==> src/rtl/usb_host_pkg.sv <==
// usb_host_pkg: shared line-state codes, FSM states and limits
// for the full-speed USB host transmitter.
package usb_host_pkg;

  // {D+, D-}
  typedef logic [1:0] line_t;

  localparam line_t LS_J   = 2'b10;
  localparam line_t LS_K   = 2'b01;
  localparam line_t LS_SE0 = 2'b00;

  typedef enum logic [1:0] {
    ST_IDLE,
    ST_SYNC,
    ST_DATA,
    ST_EOP
  } tx_state_e;

  localparam int unsigned USB_STUFF_LIMIT = 6;

endpackage

==> src/rtl/usb_nrzi_stuffer.sv <==
// usb_nrzi_stuffer: ones counter, stuff-bit insertion and NRZI level.
// level_o is the level the current shifted bit produces (1 = J).
module usb_nrzi_stuffer
  import usb_host_pkg::*;
(
  input  logic clk48_host,
  input  logic reset,
  input  logic start,
  input  logic shift,
  input  logic bit_i,
  output logic stall,
  output logic level_o
);

  logic       level_q, level_d;
  logic [2:0] ones_q, ones_d;
  logic       prev_lvl;
  logic [2:0] prev_ones;
  logic       line_bit;

  always_comb begin
    prev_lvl  = start ? 1'b1 : level_q;
    prev_ones = start ? 3'd0 : ones_q;
    stall     = (ones_q == 3'(USB_STUFF_LIMIT));
    // a stuff bit is a forced zero, i.e. a toggle
    line_bit  = bit_i & ~(stall & ~start);
    level_o   = line_bit ? prev_lvl : ~prev_lvl;
    level_d   = level_q;
    ones_d    = ones_q;
    if (shift) begin
      level_d = level_o;
      ones_d  = line_bit ? prev_ones + 3'd1 : 3'd0;
    end
  end

  always_ff @(posedge clk48_host) begin
    if (reset) begin
      level_q <= 1'b1;
      ones_q  <= '0;
    end else begin
      level_q <= level_d;
      ones_q  <= ones_d;
    end
  end

endmodule

==> src/rtl/usb_host_tx.sv <==
// usb_host_tx: full-speed USB host packet serialiser.
// SYNC, LSB-first NRZI with bit stuffing, EOP; one line bit per CLK_DIV clocks.
module usb_host_tx
  import usb_host_pkg::*;
#(
  parameter int unsigned CLK_DIV   = 4,
  parameter logic [7:0]  SYNC_BYTE = 8'h80
) (
  input  logic       clk48_host,
  input  logic       reset,
  input  logic       tx_valid,
  input  logic [7:0] tx_data,
  input  logic       tx_last,
  output logic       tx_ready,
  output logic       usb_d_p_o,
  output logic       usb_d_n_o,
  output logic       usb_oe,
  output logic       busy,
  output logic       tx_underflow
);

  localparam int unsigned CW = $clog2(CLK_DIV);

  tx_state_e     state_q, state_d;
  logic [CW-1:0] cnt_q, cnt_d;
  logic [7:0]    sreg_q, sreg_d;
  logic          last_q, last_d;
  logic [2:0]    idx_q, idx_d;
  line_t         line_q, line_d, line_nx;
  logic          oe_q, oe_d;
  logic          unf_q, unf_d;
  logic          use_lvl, strobe, ready;
  logic          st_start, st_shift, st_bit;
  logic          st_stall, st_level;

  // last cycle of the line bit currently on the wire
  assign strobe = (cnt_q == CW'(CLK_DIV - 1));

  usb_nrzi_stuffer u_stuff (
    .clk48_host (clk48_host),
    .reset      (reset),
    .start      (st_start),
    .shift      (st_shift),
    .bit_i      (st_bit),
    .stall      (st_stall),
    .level_o    (st_level)
  );

  always_comb begin
    state_d  = state_q;
    cnt_d    = '0;
    sreg_d   = sreg_q;
    last_d   = last_q;
    idx_d    = idx_q;
    line_d   = line_q;
    oe_d     = oe_q;
    unf_d    = 1'b0;
    use_lvl  = 1'b0;
    st_start = 1'b0;
    st_shift = 1'b0;
    st_bit   = 1'b0;
    ready    = 1'b0;
    if (state_q != ST_IDLE && !strobe) cnt_d = cnt_q + 1'b1;
    unique case (state_q)
      ST_IDLE: begin
        ready = 1'b1;
        if (tx_valid) begin
          state_d  = ST_SYNC;
          sreg_d   = tx_data;
          last_d   = tx_last;
          idx_d    = '0;
          st_start = 1'b1;
          st_shift = 1'b1;
          st_bit   = SYNC_BYTE[0];
          use_lvl  = 1'b1;
          oe_d     = 1'b1;
        end
      end
      ST_SYNC, ST_DATA: if (strobe) begin
        st_shift = 1'b1;
        use_lvl  = 1'b1;
        if (st_stall) begin
          st_bit = 1'b0;
        end else if (idx_q != 3'd7) begin
          st_bit = (state_q == ST_SYNC) ? SYNC_BYTE[idx_q + 3'd1]
                                        : sreg_q[idx_q + 3'd1];
          idx_d  = idx_q + 3'd1;
        end else if (state_q == ST_SYNC) begin
          st_bit  = sreg_q[0];
          idx_d   = '0;
          state_d = ST_DATA;
        end else begin
          ready = ~last_q;
          if (ready && tx_valid) begin
            st_bit = tx_data[0];
            sreg_d = tx_data;
            last_d = tx_last;
            idx_d  = '0;
          end else begin
            st_shift = 1'b0;
            use_lvl  = 1'b0;
            line_d   = LS_SE0;
            idx_d    = '0;
            state_d  = ST_EOP;
            unf_d    = ~last_q;
          end
        end
      end
      ST_EOP: if (strobe) begin
        idx_d = idx_q + 3'd1;
        unique case (1'b1)
          idx_q == 3'd0: line_d = LS_SE0;
          idx_q == 3'd1: line_d = LS_J;
          default: begin
            state_d = ST_IDLE;
            oe_d    = 1'b0;
            line_d  = LS_J;
            idx_d   = '0;
          end
        endcase
      end
      default: ;
    endcase
  end

  assign line_nx  = use_lvl ? (st_level ? LS_J : LS_K) : line_d;
  assign tx_ready = ready & ~reset;

  always_ff @(posedge clk48_host) begin
    if (reset) begin
      state_q <= ST_IDLE;
      cnt_q   <= '0;
      sreg_q  <= '0;
      last_q  <= 1'b0;
      idx_q   <= '0;
      line_q  <= LS_J;
      oe_q    <= 1'b0;
      unf_q   <= 1'b0;
    end else begin
      state_q <= state_d;
      cnt_q   <= cnt_d;
      sreg_q  <= sreg_d;
      last_q  <= last_d;
      idx_q   <= idx_d;
      line_q  <= line_nx;
      oe_q    <= oe_d;
      unf_q   <= unf_d;
    end
  end

  assign usb_d_p_o    = line_q[1];
  assign usb_d_n_o    = line_q[0];
  assign usb_oe       = oe_q;
  assign busy         = (state_q != ST_IDLE);
  assign tx_underflow = unf_q;

endmodule

==> config.mk <==
export PLATFORM = sky130hd
export DESIGN_NAME = usb_host_tx
export DESIGN_NICKNAME = d
export VERILOG_FILES = /design/src/rtl/usb_host_pkg.sv /design/src/rtl/usb_nrzi_stuffer.sv /design/src/rtl/usb_host_tx.sv
export SDC_FILE = /design/constraint.sdc
export NUM_CORES = 1
export LEC_CHECK = 0
export CAP_MARGIN = 5
export CELL_PAD_IN_SITES_DETAIL_PLACEMENT = 0
export CELL_PAD_IN_SITES_GLOBAL_PLACEMENT = 1
export CORE_MARGIN = 2
export CORE_UTILIZATION = 25
export DETAILED_ROUTE_END_ITERATION = 6
export DONT_BUFFER_PORTS = 1
export PLACE_DENSITY_LB_ADDON = 0.12
export SKIP_LAST_GASP = 1
export SYNTH_ARGS = -nofsm -noshare
export SYNTH_HDL_FRONTEND = slang
export SYNTH_HIERARCHICAL = 1
export SYNTH_SLANG_ARGS = --single-unit
==> constraint.sdc <==
create_clock -name clk48_host -period 3.3 [get_ports clk48_host]
set_clock_uncertainty 0.15 [all_clocks]
set_input_delay 0.66 -clock clk48_host [delete_from_list [all_inputs] [get_ports clk48_host]]
set_output_delay 0.66 -clock clk48_host [all_outputs]
set_load 0.01 [all_outputs]
After elaboration in Yosys (flattened, before gate mapping)
Memory sizes are Yosys's and may differ from the RTL's.
Cells that the tools add are included.
{"block": "totals", "regBits": 24, "rom_bits": 8, "word_cells": 137, "n_memories": 1}
{"block": "classes", "addsub": 3, "magnitude_cmp": 1, "eq_ne": 22, "n_mux": 71, "bitwise": 11, "n_reduce_logical": 18}
{"name": "(no name shown)", "depth": 8, "word_bits": 1, "rd": 1, "rd_clocked_by_memory_dff": 0, "wr": 0, "line": "usb_host_tx.sv:85", "text": "st_bit = (state_q == ST_SYNC) ? SYNC_BYTE[idx_q + 3'd1]"}
{"operator": "8-bit two-way mux", "n": 6}
{"operator": "2-bit two-way mux", "n": 17}
{"operator": "1-bit two-way mux", "n": 31}
{"operator": "3-bit two-way mux", "n": 8}
{"operator": "3-bit inequality test (second input constant)", "n": 8}
{"operator": "7-bit AND reduction", "n": 3}
{"operator": "2-bit inequality test (second input constant)", "n": 8}
{"operator": "8-bit one-hot mux with 2 select lines", "n": 1}
{"operator": "3-bit one-hot mux with 3 select lines", "n": 1}
{"operator": "1-bit NOT", "n": 8}
{"operator": "1-bit one-hot mux with 2 select lines", "n": 4}
{"operator": "4-bit AND reduction", "n": 2}
{"operator": "7-bit OR reduction", "n": 1}
{"operator": "3-bit by 1-bit adder with 3-bit output (second input constant)", "n": 2}
{"operator": "2-bit == test (second input constant)", "n": 3}
{"operator": "2-bit one-hot mux with 3 select lines", "n": 1}
{"operator": "2-bit nonzero test", "n": 3}
{"operator": "2-bit OR reduction", "n": 3}
{"operator": "3-bit by 4-bit < comparator with 1-bit output (second input constant)", "n": 1}
{"operator": "2-bit one-hot mux with 2 select lines", "n": 1}
{"operator": "1-bit AND", "n": 3}
{"operator": "1-bit binary-select mux with 3-bit select", "n": 1}
{"operator": "3-bit by 1-bit == test with 1-bit output (second input constant)", "n": 1}
{"operator": "3-bit == test (second input constant)", "n": 1}
{"operator": "7 further kinds", "n": 8}

Depth between registers and ports, before layout
Gate-level depths: netlist of the first run.
{"block": "depth", "depth_word": 12, "ltp_mapped": 12}

Modules after synthesis
The synthesis of the first run kept the hierarchy.
{"mod": "usb_host_tx", "instances": 1, "cells_per_inst": 133, "area_per_inst_um2": 1204.9, "seq_area_each_um2": 400.4}
{"mod": "usb_nrzi_stuffer", "instances": 1, "cells_per_inst": 32, "area_per_inst_um2": 301.5, "seq_area_each_um2": 80.1}

Least setup slack after synthesis of the first run
No wires, ideal clock.
{"block": "synth_path", "path_kind": "reg2reg", "start": "register idx_q[0]", "end": "register line_q[0]", "t_arrival_ns": 2.270, "required_ns": 3.033, "path_slack_ns": 0.762, "path_stages_with_launch": 10, "path_buffers": 0, "synth_period_minus_slack_ns": 2.538, "cell_sequence": "dfxtp_1 > inv_1 > ha_1 > mux4_2 > nor2b_1 > o311a_1 > o21ai_2 > xnor2_1 > nor2_1 > a32o_1"}
{"block": "synth_between", "elab_chain_cells": 12, "elab_cells_between_ends": 27, "classes_between": "1 x add/sub; 7 x eq/ne; 15 x mux; 1 x bitwise; 2 x reduce/logical; 1 x memory"}
{"element": "start, declared", "line": "usb_host_tx.sv:28", "text": "logic [2:0] idx_q, idx_d;"}
{"element": "start signal, assigned", "line": "usb_host_tx.sv:144", "text": "idx_q <= idx_d;"}
{"element": "3-bit by 1-bit adder with 3-bit output", "line": "usb_host_tx.sv:85, usb_host_tx.sv:86"}
{"element": "memory read 8 x 1 bit / 1-bit binary-select mux with 3-bit select (equally long branches)"}
{"element": "1-bit two-way mux (on tied branches)", "line": "usb_host_tx.sv:85, usb_host_tx.sv:86"}
{"element": "1-bit two-way mux", "line": "usb_host_tx.sv:85"}
{"element": "1-bit two-way mux *", "line": "usb_host_tx.sv:84", "text": "end else if (idx_q != 3'd7) begin"}
{"element": "1-bit two-way mux *", "line": "usb_host_tx.sv:82", "text": "if (st_stall) begin"}
{"element": "1-bit two-way mux *", "line": "usb_host_tx.sv:79", "text": "ST_SYNC, ST_DATA: if (strobe) begin"}
{"element": "1-bit two-way mux *"}
{"element": "via st_bit", "line": "usb_host_tx.sv:33", "text": "logic st_start, st_shift, st_bit;"}
{"element": "1-bit AND *", "line": "usb_nrzi_stuffer.sv:26", "text": "line_bit = bit_i & ~(stall & ~start);"}
{"element": "1-bit two-way mux *", "line": "usb_nrzi_stuffer.sv:27", "text": "level_o = line_bit ? prev_lvl : ~prev_lvl;"}
{"element": "via st_level", "line": "usb_host_tx.sv:34", "text": "logic st_stall, st_level;"}
{"element": "2-bit two-way mux * (2 in series)", "line": "usb_host_tx.sv:126", "text": "assign line_nx = use_lvl ? (st_level ? LS_J : LS_K) : line_d;"}
{"element": "end signal, assigned", "line": "usb_host_tx.sv:145", "text": "line_q <= line_nx;"}
{"element": "end, declared", "line": "usb_host_tx.sv:29", "text": "line_t line_q, line_d, line_nx;"}
Mark *: on every way through the listed nets, which the timed path passes. The rest lies on a longest branch. The select of a mux whose other input is x is not followed.
A chain may end at the register's enable or synchronous reset.

Final worst setup path of the first run
{"block": "layout_path", "start": "register state_q[0]", "end": "output tx_ready"}
{"block": "layout_between", "elab_chain_cells": 7, "elab_cells_between_ends": 10, "classes_between": "2 x eq/ne; 5 x mux; 1 x bitwise; 2 x reduce/logical"}
{"element": "start, declared", "line": "usb_host_tx.sv:24", "text": "tx_state_e state_q, state_d;"}
{"element": "start signal, assigned", "line": "usb_host_tx.sv:140", "text": "state_q <= state_d;"}
{"element": "2-bit by 1-bit == test with 1-bit output", "line": "usb_host_tx.sv:64, usb_host_tx.sv:88"}
{"element": "1-bit two-way mux", "line": "usb_host_tx.sv:88", "text": "end else if (state_q == ST_SYNC) begin"}
{"element": "1-bit two-way mux", "line": "usb_host_tx.sv:84"}
{"element": "1-bit two-way mux", "line": "usb_host_tx.sv:82"}
{"element": "1-bit two-way mux", "line": "usb_host_tx.sv:79"}
{"element": "1-bit one-hot mux with 2 select lines *", "line": "usb_host_tx.sv:64", "text": "unique case (state_q)"}
{"element": "1-bit AND *", "line": "usb_host_tx.sv:127", "text": "assign tx_ready = ready & ~reset;"}
{"element": "end, declared", "line": "usb_host_tx.sv:14", "text": "output logic tx_ready,"}
Every way passes the cells marked *; elsewhere a longest branch is shown, timed or not.

==> results of run 1 <==
[cells in the final DEF (no fill, tap or decap), types with 2 or more instances in the layout]
| cell type | n |
|---|---|
| nor2b_1 | 3 |
| a211oi_1 | 2 |
| mux4_2 | 2 |
| mux2_2 | 2 |
| o311a_1 | 2 |
| dfxtp_1 | 24 |
| a21oi_1 | 8 |
| o2111ai_1 | 3 |
| mux2i_1 | 10 |
| nand3_1 | 2 |
| nand2b_2 | 2 |
| xnor2_1 | 2 |
| inv_1 | 15 |
| nor3b_1 | 2 |
| clkbuf_8 | 4 |
| a32o_1 | 2 |
| ha_1 | 9 |
| o21ai_0 | 3 |
| nor4_1 | 2 |
| nor3_1 | 3 |
| nor2_1 | 6 |
| nand2_1 | 21 |
| nand2b_1 | 6 |
[power breakdown]
group,switching (W),internal [W]
Clock,0.000102,0.000107
Combinational,0.000276,0.000206
Sequential,0.0000498,0.000357
Total,0.000428,0.000670
[per-stage QoR]
step	worst slack, ns	utilization [%]	hold WS (ns)	area, µm²
floorplan	0.762	-	0.249	1510
global placement	0.640	26.3	0.257	1550
detailed placement	0.563	26.3	0.276	1550
CTS	0.359	27.3	0.278	1600
global route	0.182	27.3	0.272	1600
finish	0.368	27.3	0.284	1600
[final cells by class]
cell class,count,area [µm²],area share [%]
multi-input cells,118,918,57.3
flip-flops and latches,24,480,30.0
well taps,75,93.8,5.85
inverters,15,56.3,3.51
clock buffers,4,55.1,3.43
[metal layers]
layer / vias to the layer above / track usage (%) / part of all wire [%] / wire length, µm
li1: 573 / - / - / -
met1: 522 / 15.0 / 47 / 1610
met2: 31 / 18.3 / 46 / 1580
met3: 5 / 3.30 / 5.1 / 175
met4: 0 / 3.00 / 1.1 / 36
met5: - / 0 / 0 / 0
[worst paths after layout]
check        slack (ns)        from  cells past startpoint        end
min                0.28    cnt_q[0]                      1   cnt_q[0]
min reg2reg        0.28    cnt_q[0]                      1   cnt_q[0]
max                0.37  state_q[0]                      6   tx_ready
max reg2reg        0.57    idx_q[0]                      9  line_q[0]
[cells by family after synthesis]
logic type	after synthesis	synth area share, %
muxes	14	11.1
adders and majority gates	9	7.48
DFF	24	31.9
AOI/OAI and AO/OA	35	18.9
xor gates and xnor gates	2	1.16
buffers and inverters	23	7.14
and+or+nand+nor	58	22.3
[state kept, by name, indices dropped and copies added, names as in the netlist]
signal and cells:
idx_q 3, last_q 1, state_q 2, line_q 2, cnt_q 2, u_stuff/ones_q 3, usb_oe 1, sreg_q 8
tx_underflow 1, u_stuff/level_q 1
==> metrics.txt, run 1 <==
CP endpoint kind output pin; clock-pin slew on the worst setup and hold paths 0.09 ns; clock period minus worst slack 2.93 ns; Final nets 183; Yosys warnings 6; first-pass GRT wire length roughly 5700 µm; Clock Latency Late Sink 0.27 ns; Via density roughly 4.8; Leakage Power 0.649 nW; slowest stage delay, CP 0.50 ns; Final Non-Filler Cells about 240; worst endpoint required time roughly 2.5 ns; power per cell area between 600 and 700 mW/mm²; CTS Hold Bufs 0; Routed Antenna Nets 0; synth cell count leaders 24 x dfxtp_1, 21 x nand2_1, 15 x inv_1; Starting Density between 20% and 30%; Hold Vio Cnt, Final 0; Final Power 0.00110 W; die width 81.6 µm; clock buffer depth 2; Antenna diodes 0; die area between 0.006 and 0.007 mm²; cell-by-cell trace of the critical path inv_1 -> ha_1 -> nand2_1 -> nor4_2 -> nor2_1 -> nor3_1; Mapped Cells 165; TritonRoute pass-1 iters 6; CTS tree yes; maximum VDD drop between 200 and 250 µV; syn_area_per_cell 9.13 µm²; final wirelength 3410 µm; # IOs 18; Tcrit/Tclk final approximately 89%; cell area after synthesis 0.00151 mm²; Max-cap violations 0; top cells by area, synth dfxtp_1 32%, ha_1 7.5%, mux2i_1 6.6%, nand2_1 5.2%, inv_1 3.7%; Post CTS Setup Buffer Count 0; syn_nets 186; Post-synth EDFFs 0; CTS Root Cell clkbuf_8; H-tree depth 1; Post-CTS Resized 0; Max-slew headroom 58.3%; synth-to-layout area growth 6.48%; GPL Wtd Cong 0.743; DR DRC count 0; largest net degree at the start of global routing 21; wire per inst between 10 and 15 µm; initial antenna violation count 0; Final Slew Violations 0; ys async rst share 0%; TritonCTS Buffers 3; dpl cells around 230; Yosys top cell area share 31.9%; Setup crit start kind flop; final-layout fill cell count 644; CP arrival 2.12 ns; Critical Path Fanout Max 12; share of layout cells above drive strength 1 13.0%; I/O Buffers 0; Crit path max-delay family simple AND/OR/NAND/NOR gates; critical path type flop to output pin; ys flop type dfxtp_1; CORE AREA approximately 0.0059 mm²; CP Buf/Inv Count 1; FMAX 341 MHz; Seq cells post-synth 24; Distinct cells, synth 53; post-detail-place hpwl 2550 µm; final setup TNS 0 ns; Site Rows 28; clock sinks 24; slew at the pin with the worst max-slew slack between 0.6 and 0.7 ns; GRT overflow 0; RSZ-0062 raised after global routing no; Die Height roughly 82 µm; vias in the first global route 1098; Seq/Total Area, Yosys 31.9%; Iteration-0 DRC Markers 57; run status finished clean; CP max-delay cell ha_1; final setup violation count 0; global-route usage over all layers 11.4%; most numerous cell in the Yosys netlist dfxtp_1; Hold Crit Class flop to flop; Synth area leader dfxtp_1; via count approximately 1100
Note: power is estimated with default switching activity, not from simulation.
==> inputs of run 2 (changes only) <==
ABC_CLOCK_PERIOD_IN_PS = 3200   (was not set)
clock period = 3.2 ns   (was 3.3 ns; I/O delays follow)
==> run 2 against run 1 <==
Net effect:
- die area is the same
- highest routed layer unchanged
- cell area rose by 0.94%
- global-route usage increased by 0.17 points
- first-iteration DRC count shrank 16%
- largest power group unchanged
- via count down 0.27%
- register-to-register slack got worse by 0.096 ns
- flip-flop and latch count is the same
- final cell count is 0.85% higher
- setup slack improved by 0.11 ns
- clock power up 2%
- sequential power increased by 3%
- wire length increased by 2.0%
==> metrics.txt, run 2 (synthesized netlist as in run 1, its figures left out) <==
final wirelength 3470 µm (+2.0%); Via density 4.74 (-1.1%); global-route usage over all layers 11.5% (+0.17 points); CP arrival 2.75 ns (+0.63 ns); power per cell area 706 mW/mm² (+3.1%); Critical Path Fanout Max 6 (-6); Routed Antenna Nets 0 (unchanged); critical path type flop to flop; Hold Vio Cnt, Final 0 (unchanged); Starting Density 25.6% (unchanged); TritonRoute pass-1 iters 4 (-2); Most flops, register sreg_q; run status finished clean; Tcrit/Tclk final 85.2%; GPL Wtd Cong 0.740 (-0.50%); clock period minus worst slack 2.73 ns; most frequent cells in the layout 24 x dfxtp_1, 21 x nand2_1, 15 x inv_1; Hold Crit Class input port to flop; hold slack 0.274 ns (-0.00954 ns); final-layout fill cell count 629 (-2.3%); Layout Cell Area excl Fill 0.00162 mm² (+0.94%); top flop regs sreg_q: 8 flops, idx_q: 3 flops, u_stuff/ones_q: 3 flops; Final Slew Violations 0 (unchanged); Post CTS Setup Buffer Count 0 (unchanged); synth-to-layout area growth 7.47%; Setup crit start kind flop; CTS tree yes; CTS Hold Bufs 0 (unchanged); most common cell after layout, fill and taps aside dfxtp_1; Max-cap violations 0 (unchanged); initial antenna violation count 0 (unchanged); maximum VDD drop 232 µV (-2.8%); CTS Root Cell clkbuf_8; I/O Buffers 0 (unchanged); slew at the pin with the worst max-slew slack 0.621 ns (-0.00445 ns); Final Power 0.00114 W (+4.1%); final setup TNS 0 ns (unchanged); largest net degree at the start of global routing 21 (unchanged); clock sinks 24 (unchanged); post-detail-place hpwl 2590 µm (+1.6%); clock-pin slew on the worst setup and hold paths 0.09 ns (about the same); DR DRC count 0 (unchanged); Final nets 185 (+1.1%); RSZ-0062 raised after global routing no; Post-CTS Resized 0 (unchanged); die area 0.00666 mm² (unchanged); vias in the first global route 1120 (+2.0%); FMAX 367 MHz; Antenna diodes 0 (unchanged); TritonCTS Buffers 3 (unchanged); CORE AREA 0.00589 mm² (unchanged); Die Height 81.6 µm (unchanged); final setup violation count 0 (unchanged); clock buffer depth 2 (unchanged); Site Rows 28 (unchanged); die width 81.6 µm (unchanged); first-pass GRT wire length 5800 µm (+2.3%); via count 1128 (-0.27%); CP endpoint kind flop; max reg flops 8 (unchanged); Leakage Power 0.659 nW (+1.6%); wire per inst 14.6 µm (+1.2%); Max-slew headroom 58.6% (+0.30 points); # IOs 18 (unchanged); GRT overflow 0 (unchanged); Iteration-0 DRC Markers 48 (-16%); Clock Latency Late Sink 0.27 ns (about the same); worst endpoint required time 3.22 ns (+0.73 ns); share of layout cells above drive strength 1 14.1% (+1.1 points); H-tree depth 1 (unchanged); Area after DPL 0.00156 mm² (+0.97%)
run 2: cell count changes in the layout (fill, tap and decap cells not counted):
cell,delta
buf_4,+2
run 2: where the power goes:
part	internal, W	switching [W]	total, W	leakage, nW
Combinational	0.000221	0.000287	0.000507	0.435
Clock	0.000110	0.000104	0.000214	0.0288
Sequential	0.000368	0.0000532	0.000421	0.196
run 2: layout make-up:
cell class              count  area, µm²  share of cell area (%)
clock buffers               4       55.1                    3.40
inverters                  15       56.3                    3.48
flip-flops and latches     24        480                    29.7
repair buffers              2       15.0                   0.927
well taps                  75       93.8                    5.80
multi-input cells         118        918                    56.7
run 2: through the flow:
| step | util (%) | std cells | setup slack [ns] |
|---|---|---|---|
| after floorplan | - | 165 | 0.662 |
| after global placement | 26.6 | 234 | 0.538 |
| after detailed placement | 26.6 | 234 | 0.450 |
| after CTS | 27.5 | 238 | 0.435 |
| after global routing | 27.5 | 238 | 0.303 |
| final | 27.5 | 238 | 0.474 |
run 2: per-layer routing:
layer / global-route usage [%] / vias up / share of wire, %
met5: 0 / - / 0
met4: 3.00 / 0 / 1.0
met3: 3.08 / 5 / 3.5
met2: 19.3 / 17 / 46
met1: 14.7 / 522 / 49
li1: - / 584 / -
run 2: critical path, stage by stage (launching register included):
cell and delay (ns):
dfxtp_1 0.42, inv_1 0.11, ha_1 0.35, mux4_2 0.50, nor2b_1 0.14, o311a_1 0.40, o21ai_2 0.12, xnor2_1 0.17
nor2_1 0.07, a32o_1 0.20
run 2: worst paths after layout:
path	from	endpoint	slack (ns)	depth (start not counted)
max	idx_q[0]	line_q[0]	0.47	9
min	reset	u_stuff/ones_q[1]	0.27	1
max reg2reg	idx_q[0]	line_q[0]	0.47	9
min reg2reg	cnt_q[0]	cnt_q[0]	0.28	1
==> inputs of run 3 (changes only) <==
CORE_MARGIN = not set   (was 2)
TNS_END_PERCENT = 100   (was not set)
==> run 3 against run 2 <==
Net effect:
- cell area is 0.31% higher
- fmax fell by 0.23%
- setup slack lost 0.0062 ns
- die area decreased by 4.8%
- clock-buffer cell count fell by 1
- highest routed layer unchanged
==> metrics.txt, run 3 (synthesized netlist as in run 1, its figures left out) <==
Most flops, register sreg_q; Leakage Power 0.661 nW (+0.23%); Max-slew headroom 58.8% (+0.18 points); max reg flops 8 (unchanged); cell-by-cell trace of the critical path inv_1 -> ha_1 -> mux4_2 -> nor2b_1 -> o311a_1 -> o21ai_2 -> xnor2_1 -> nor2_1 -> a32o_1; Max-cap violations 0 (unchanged); via count 1163 (+3.1%); CP endpoint kind flop; GR Layer Usage met1 16.4% (+1.7 points); Final Power 0.00120 W (+5.4%); critical path type flop to flop; Most Crowded Layer GR met2; top flop regs sreg_q: 8 flops, idx_q: 3 flops, u_stuff/ones_q: 3 flops; vias in the first global route 1101 (-1.7%); Starting Density 26.7% (+1.1 points); CP Buf/Inv Count 1 (unchanged); R2R Setup Slk 0.47 ns (about the same); Iteration-0 DRC Markers 87 (+81%); clock buffer depth 2 (unchanged); share of layout cells above drive strength 1 13.6% (-0.53 points); FF-to-FF path depth 9 (unchanged); first-pass GRT wire length 5880 µm (+1.4%); most common cell after layout, fill and taps aside dfxtp_1; slowest stage delay, CP 0.51 ns (about the same); run status finished clean; final setup TNS 0 ns (unchanged); clock sinks 24 (unchanged); Gate power share 42.2% (-2.2 points); Setup WS post-layout 0.468 ns (-0.00618 ns); largest net degree at the start of global routing 21 (unchanged); Clock Latency Late Sink 0.27 ns (about the same); initial antenna violation count 0 (unchanged); post-detail-place hpwl 2610 µm (+1.0%); most frequent cells in the layout 24 x dfxtp_1, 21 x nand2_1, 15 x inv_1; GRT overflow 0 (unchanged); final setup violation count 0 (unchanged); FMAX 366 MHz (-0.23%); die width 79.6 µm (-2.5%); Pint 0.000756 W (+8.2%); CP max-delay cell mux4_2; CTS Root Cell clkbuf_8; I/O Buffers 0 (unchanged); slew at the pin with the worst max-slew slack 0.618 ns (-0.00276 ns); TritonCTS Buffers 3 (unchanged); Tcrit/Tclk final 85.4% (+0.19 points); Crit path max-delay family compound AO/OA/AOI/OAI gates; global-route usage over all layers 11.9% (+0.40 points); Setup crit start kind flop; grt met3 use 2.29% (-0.79 points); die area 0.00634 mm² (-4.8%); Critical Path Fanout Max 6 (unchanged); CTS tree yes; maximum VDD drop 233 µV (+0.41%); Antenna diodes 0 (unchanged); TritonRoute pass-1 iters 4 (unchanged); Hold EP tx_underflow; # IOs 18 (unchanged); synth-to-layout area growth 7.81%; Post-CTS Resized 0 (unchanged); H-tree depth 1 (unchanged); met2 Usage GRT 19.1% (-0.20 points); Final Slew Violations 0 (unchanged); GPL Wtd Cong 0.744 (+0.53%); Core Util, Final 28.8% (+1.3 points); clock-pin slew on the worst setup and hold paths 0.10 ns (about the same); Final nets 184 (-0.54%); RSZ-0062 raised after global routing no; clock period minus worst slack 2.73 ns (+0.00618 ns); Reg2Reg Capture Point line_q[0]; NetSw 0.000448 W (+0.91%); Die Height 79.6 µm (-2.5%); Hold Vio Cnt, Final 0 (unchanged); Post CTS Setup Buffer Count 0 (unchanged); Site Rows 27 (-3.6%); Seq pwr share 34.9% (-2.0 points); clock power share 22.9% (+4.1 points); final wirelength 3430 µm (-1.3%); pre-CTS setup slack 0.469 ns (+0.0194 ns); Via density 4.97 (+4.9%); CP arrival 2.75 ns (about the same); wire per inst 14.7 µm (+0.39%); power per cell area 742 mW/mm² (+5.0%); DR DRC count 0 (unchanged); HP Start tx_valid; Hold Crit Depth 1 (unchanged); CTS Hold Bufs 0 (unchanged); CORE AREA 0.00564 mm² (-4.1%); worst endpoint required time 3.22 ns (about the same); Routed Antenna Nets 0 (unchanged); Hold Crit Class input port to flop; hold slack 0.272 ns (-0.00229 ns); reg2reg start idx_q[0]; Switching Share 37.2% (-1.6 points)
-- run 3: cell types whose count changed in the layout (fill, tap and decap cells not counted) --
cell,delta
buf_4,-1
bufinv_16,+1
clkbuf_8,-1
-- run 3: worst max-delay path by stage --
stage,startpoint,endpoint,slack (ns),cells past startpoint
after floorplan,idx_q[0],line_q[0],0.66,9
after global placement,idx_q[0],line_q[0],0.54,9
after detailed placement,idx_q[0],line_q[0],0.47,9
after CTS,idx_q[0],line_q[0],0.44,9
after global routing,idx_q[0],line_q[0],0.26,9
final,idx_q[0],line_q[0],0.47,9
-- run 3: power groups by stage --
stage	Clock (W)	Sequential (W)	Combinational [W]
2_1_floorplan	0	0.000413	0.000450
3_3_place_gp	0	0.000428	0.000505
3_5_place_dp	0	0.000431	0.000510
4_1_cts	0.000284	0.000424	0.000511
5_1_grt	0.000294	0.000431	0.000566
6_report	0.000275	0.000421	0.000508
-- run 3: area by class of cell --
cell class                 instances  area (µm²)
clock buffer                       3        41.3
clock inverter                     1        30.0
fill                             599        4020
inverter                          15        56.3
multi-input combinational        118         918
sequential                        24         480
tap                               72        90.1
timing repair buffer               1        7.51
-- run 3: per-stage QoR --
stage | std cells | instance area (µm²)
final | 234 | 1620
after global routing | 234 | 1620
after CTS | 234 | 1620
after detailed placement | 230 | 1550
after global placement | 230 | 1550
after floorplan | 165 | 1510
-- run 3: routing by layer --
layer / vias up / share of wire (%) / wire (µm)
li1: 581 / - / -
met1: 551 / 49 / 1680
met2: 27 / 45 / 1540
met3: 4 / 5.4 / 185
met4: 0 / 0.67 / 23
met5: - / 0 / 0
-- run 3: worst register-to-register path, cell delays in order (launching register included) --
cell	delay, ns
dfxtp_1	0.42
inv_1	0.11
ha_1	0.36
mux4_2	0.51
nor2b_1	0.14
o311a_1	0.40
o21ai_2	0.12
xnor2_1	0.16
nor2_1	0.07
a32o_1	0.19
